File: src/rtl/wordle_pkg.sv
// wordle_pkg: shared widths, result codes, FSM encoding and a code-count helper for the guess scorer.
package wordle_pkg;
  localparam int WORD_LEN = 5;
  localparam int CHAR_W = 8;
  localparam int WORD_W = WORD_LEN * CHAR_W;
  typedef enum logic [1:0] {GRAY = 2'b00, YELLOW = 2'b01, GREEN = 2'b10} code_t;
  typedef enum logic [1:0] {S_IDLE, S_GREEN, S_YELLOW, S_DONE} state_t;
  function automatic logic [2:0] count_code(input logic [2*WORD_LEN-1:0] res, input code_t c);
    count_code = '0;
    for (int i = 0; i < WORD_LEN; i++) count_code += 3'(res[2*i +: 2] == c);
  endfunction
endpackage

File: src/rtl/byte_sel.sv
// byte_sel: picks character i_idx of a packed word, character 0 being the most significant byte.
module byte_sel import wordle_pkg::*; (
  input  logic [WORD_W-1:0] i_word,
  input  logic [2:0]        i_idx,
  output logic [CHAR_W-1:0] o_byte
);
  logic [WORD_W-1:0] w_sh;
  assign w_sh = i_word << (6'(i_idx) * 6'(CHAR_W));
  assign o_byte = w_sh[WORD_W-1 -: CHAR_W];
endmodule

File: src/rtl/guess_scorer.sv
// guess_scorer: sequential Wordle scorer, green pass then yellow pass one comparison per cycle.
// Define SCORE_STATS_EN to add green_cnt/yellow_cnt outputs.
module guess_scorer import wordle_pkg::*; (
  input  logic                  Clk,
  input  logic                  reset,
  input  logic                  start,
  input  logic [WORD_W-1:0]     guess,
  input  logic [WORD_W-1:0]     answer,
  output logic                  busy,
  output logic                  done,
  output logic [2*WORD_LEN-1:0] result,
  output logic                  win
`ifdef SCORE_STATS_EN
  ,
  output logic [2:0]            green_cnt,
  output logic [2:0]            yellow_cnt
`endif
);
  state_t r_state, w_next;
  logic [WORD_W-1:0] r_guess, r_answer;
  code_t r_res [WORD_LEN];
  logic [WORD_LEN-1:0] r_used;
  logic [2:0] r_g, r_a, w_aidx;
  logic r_done, r_win;
  logic [CHAR_W-1:0] w_gb, w_ab;
  logic w_match, w_last, w_skip, w_yhit, w_adv;
  // The green pass compares aligned positions, so the answer selector follows g there.
  assign w_aidx = (r_state == S_GREEN) ? r_g : r_a;
  byte_sel u_gsel (.i_word(r_guess), .i_idx(r_g), .o_byte(w_gb));
  byte_sel u_asel (.i_word(r_answer), .i_idx(w_aidx), .o_byte(w_ab));
  assign w_match = w_gb == w_ab;
  assign w_last = r_g == 3'(WORD_LEN - 1);
  assign w_skip = r_res[r_g] == GREEN;
  assign w_yhit = w_match && !r_used[r_a];
  assign w_adv = w_skip || w_yhit || r_a == 3'(WORD_LEN - 1);
  always_comb begin
    w_next = r_state;
    unique case (r_state)
      S_IDLE:   w_next = start ? S_GREEN : S_IDLE;
      S_GREEN:  w_next = w_last ? S_YELLOW : S_GREEN;
      S_YELLOW: w_next = (w_adv && w_last) ? S_DONE : S_YELLOW;
      S_DONE:   w_next = S_IDLE;
    endcase
  end
  always_ff @(posedge Clk or posedge reset) begin
    if (reset) r_state <= S_IDLE;
    else r_state <= w_next;
  end
  always_ff @(posedge Clk or posedge reset) begin
    if (reset) begin
      r_guess <= '0;
      r_answer <= '0;
      r_res <= '{default: GRAY};
      r_used <= '0;
      r_g <= '0;
      r_a <= '0;
      r_done <= 1'b0;
      r_win <= 1'b0;
    end else begin
      r_done <= r_state == S_DONE;
      if (r_state == S_IDLE && start) begin
        r_guess <= guess;
        r_answer <= answer;
        r_res <= '{default: GRAY};
        r_used <= '0;
        r_g <= '0;
        r_a <= '0;
      end else if (r_state == S_GREEN) begin
        if (w_match) begin
          r_res[r_g] <= GREEN;
          r_used[r_g] <= 1'b1;
        end
        r_g <= w_last ? 3'd0 : r_g + 3'd1;
        r_a <= '0;
      end else if (r_state == S_YELLOW) begin
        if (!w_skip && w_yhit) begin
          r_res[r_g] <= YELLOW;
          r_used[r_a] <= 1'b1;
        end
        r_g <= !w_adv ? r_g : w_last ? 3'd0 : r_g + 3'd1;
        r_a <= w_adv ? 3'd0 : r_a + 3'd1;
      end else if (r_state == S_DONE) begin
        r_win <= count_code(result, GREEN) == 3'(WORD_LEN);
      end
    end
  end
  always_comb begin
    result = '0;
    for (int i = 0; i < WORD_LEN; i++) result[2*(WORD_LEN-1-i) +: 2] = r_res[i];
  end
  assign busy = r_state != S_IDLE;
  assign done = r_done;
  assign win = r_win;
`ifdef SCORE_STATS_EN
  logic [2:0] r_gcnt, r_ycnt;
  always_ff @(posedge Clk or posedge reset) begin
    if (reset) begin
      r_gcnt <= '0;
      r_ycnt <= '0;
    end else if (r_state == S_DONE) begin
      r_gcnt <= count_code(result, GREEN);
      r_ycnt <= count_code(result, YELLOW);
    end
  end
  assign green_cnt = r_gcnt;
  assign yellow_cnt = r_ycnt;
`endif
endmodule

File: config.mk
export PLATFORM = sky130hd
export DESIGN_NAME = guess_scorer
export DESIGN_NICKNAME = d
export VERILOG_FILES = /design/src/rtl/wordle_pkg.sv /design/src/rtl/byte_sel.sv /design/src/rtl/guess_scorer.sv
export SDC_FILE = /design/constraint.sdc
export NUM_CORES = 1
export LEC_CHECK = 0
export BUFFER_PORTS_ARGS = -buffer_cell sky130_fd_sc_hd__buf_2
export CAP_MARGIN = 10
export CORE_MARGIN = 5
export CORE_UTILIZATION = 35
export DETAILED_ROUTE_END_ITERATION = 12
export SLEW_MARGIN = 5
export SYNTH_ARGS = -nofsm -noshare
export SYNTH_HDL_FRONTEND = slang
export SYNTH_HIERARCHICAL = 1
export SYNTH_SLANG_ARGS = --single-unit
File: constraint.sdc
create_clock -name Clk -period 4.2 [get_ports Clk]
set_input_delay 1.26 -clock Clk [delete_from_list [all_inputs] [get_ports Clk]]
set_output_delay 1.26 -clock Clk [all_outputs]
set_load 0.01 [all_outputs]
==> flow_metrics.env <==
export IMPL_outcome="completed"
export IMPL_min_from="r_guess[21]"
export IMPL_wirelength_mm=13.4
export IMPL_drv_slew=0
export IMPL_fp_dieW_um=134
export IMPL_antenna_found_initial=0
export IMPL_pre_cts_ws_ns=0.118
export IMPL_grt_max_degree=88
export IMPL_worstSetupPathType="reg2reg"
export IMPL_drc=0
export IMPL_critPathCaptureType="flop"
export IMPL_synth_ff_type="dfrtp_1"
export IMPL_clkTransAtPathRegs_ns=0.07
export IMPL_final_nets=790
export IMPL_crit_buf_inv=1
export IMPL_yosysWarnings=6
export IMPL_fin_worst_skew_ns=0.00836
export IMPL_irDropWorstVdd_uv=241
export IMPL_synth_area_um2=5420
export IMPL_cts_max_level=3
export IMPL_portBuffers=95
export IMPL_grt_usage_pct=15.4
export IMPL_clk_path_buf_depth=2
export IMPL_gp_congestion=0.881
export IMPL_yosysTopAreaCell="dfrtp_1"
export IMPL_place_area_um2=6030
export IMPL_fp_dieArea_um2=18100
export IMPL_clk_latency_ns=0.35
export IMPL_grt_pass1_vias=4455
export IMPL_leakage_uw=0.00331
export IMPL_syn_mean_instance_area_um2=8.75
export IMPL_crit_path_max_fanout=11
export IMPL_setup_ws_ns=0.314
export IMPL_wire_per_inst_um=15.0
export IMPL_cts_root_buffer="clkbuf_16"
export IMPL_hold_viol_final=0
export IMPL_stdcell_area_um2=6340
export IMPL_synthesis_nets=709
export IMPL_yosysMostFrequentCell="nand2_1"
export IMPL_antennaDiodeCount=0
export IMPL_grt_pass1_wl_mm=22.2
export IMPL_synthCells=619
export IMPL_fin_crit_ns=3.89
export IMPL_required_ns=4.46
export IMPL_worstPathCellList="nor2b_1, buf_4, nand2_1, o21ai_1, nor2_1, a221o_1, xor2_1, nor4_1, nand2_1, or4b_1, and2_4, o31ai_2"
export IMPL_crit_slowest_cell="or4b_1"
export IMPL_fin_crit_sh_pct=92.5
export IMPL_rsz0062_at_grt="no"
export IMPL_drt_initial_drc_count=220
export IMPL_synth_async_reset_ratio_pct=100
export IMPL_p_total_uw=4540
export IMPL_vias=4396
export IMPL_grt_remaining_overflow=0
export IMPL_max_stage_delay_ns=0.75
export IMPL_ios=96
export IMPL_crit_arrival_ns=4.15
export IMPL_synth_edf_count=0
export IMPL_cts_buffers=9
export IMPL_die_y_um=134
export IMPL_max_cap_violations=0
export IMPL_setup_violations_final=0
export IMPL_drtPass1Iterations=4
export IMPL_critPathTopFamily="simple AND/OR/NAND/NOR gates"
export IMPL_startpoint_type="flop"
export IMPL_slew_headroom_pct=43.7
export IMPL_rrSetupSlack_ns=0.31
export IMPL_min_path_type="reg2reg"
export IMPL_netlist_area_leader_share_pct=48.5
export IMPL_ant_nets=0
export IMPL_synth_seq_area_share_pct=48.5
export IMPL_worstMarginPinSlew_ns=0.844
export IMPL_dp_hpwl_mm=9.74
export IMPL_core_area_um2=15200
export IMPL_clock_sinks=105
export IMPL_timing_critical_path_mode_cell="nand2_1"
export IMPL_critPathLaunch="r_state[0]"
export IMPL_synthTopCellsByArea="dfrtp_1, nand2_1, mux2_4"
export IMPL_crit_reg2reg_launch="r_state[0]"
export IMPL_area_growth_synth_to_final_pct=17.1
export IMPL_synth_commonest_cells="nand2_1, dfrtp_1, nor2_1"
export IMPL_hold_buffers=0
export IMPL_synth_distinct_cells=49
export IMPL_initial_core_util_pct=35.6
export IMPL_p_per_area_nw_per_um2=715
export IMPL_fin_tns_setup_ns=0
export IMPL_cts_tree="built"
export IMPL_ys_seq_elements=105
export IMPL_fmax_mhz=257
export IMPL_routed_via_density=4.92
export IMPL_rows=45
export IMPL_drive_gt1_share_pct=21.4
## state kept, by name, summed over array words and instances, names as in the netlist, named ones only
| signal | cells |
|---|---|
| done | 1 |
| r_a | 3 |
| r_state | 1 |
| r_g | 3 |
| win | 1 |
| r_used | 5 |
| r_guess | 40 |
| result | 10 |
| r_answer | 40 |
## tightest hold or removal path: cells and delay by family, from the launching register on
kind             cells  cell delay, ns
DFF                  1            0.34
and+or+nand+nor      2            0.10
## per-stage QoR
step	hold slack (ns)	utilization, %	cells
final	0.473	41.7	893
after global placement	0.459	39.7	877
after floorplan	0.440	-	619
after detailed placement	0.461	39.7	877
after global routing	0.495	41.7	893
after CTS	0.478	41.7	893
## final cells by class
| class | count | area [um^2] |
|---|---|---|
| Clock buffer | 12 | 256 |
| Clock inverter | 4 | 51.3 |
| Fill cell | 1546 | 8860 |
| Inverter | 9 | 36.3 |
| Multi-Input combinational cell | 469 | 2580 |
| Sequential cell | 105 | 2630 |
| Tap cell | 188 | 235 |
| Timing Repair Buffer | 106 | 558 |
## cell families after synthesis
| family | count (synthesis) | share of synthesized area, % |
|---|---|---|
| AO/OA/AOI/OAI | 71 | 9.61 |
| adder cells (fa/ha/maj) | 7 | 1.89 |
| AND/OR/NAND/NOR | 347 | 26.6 |
| multiplexers | 36 | 7.99 |
| buffers and inverters | 45 | 4.04 |
| flip-flops | 105 | 48.5 |
| XOR/XNOR | 8 | 1.29 |
## metal layers
metal  GRT usage (%)  routed length [um]  vias to the layer above
li1                -                   -                     2190
met1            21.2                6060                     2099
met2            24.2                6350                       95
met3            3.26                 740                       12
met4            4.92                 216                        0
met5               0                   0                        -
## cells in the final DEF, fill, tap and decap left out, types with 3 or more instances in the layout
master	n
nand2_1	276
dfrtp_1	105
buf_2	95
nor2_1	30
o21ai_0	25
mux2i_1	17
mux2_4	13
a221o_1	13
buf_4	11
clkbuf_16	9
xor2_1	8
inv_1	8
o211ai_1	8
nand2b_1	6
mux2_2	5
o21a_1	5
ha_1	5
nand3b_1	4
nor2b_1	4
nand3_1	4
nor4_1	3
or3_1	3
## timing repair
action / in CTS / in global routing
setup endpoints to repair: 0 / 15
gates resized for setup: 0 / 3
setup buffers: 0 / 0
## worst paths after layout
| path | endpoint | cells past startpoint |
|---|---|---|
| max | r_used[1] | 12 |
| min | r_guess[21] | 2 |
| max reg2reg | r_used[1] | 12 |
| min reg2reg | r_guess[21] | 2 |
| max in group asynchronous | r_guess[27] | 3 |
| min in group asynchronous | done | 2 |
## power breakdown
part | leakage, uW | total, uW | switching (uW) | internal [uW]
Clock | 0.000149 | 859 | 364 | 495
Sequential | 0.00134 | 1700 | 269 | 1430
Combinational | 0.00182 | 1970 | 1130 | 844
Total | 0.00331 | 4540 | 1760 | 2770
Power figures use the tool's default switching activity.
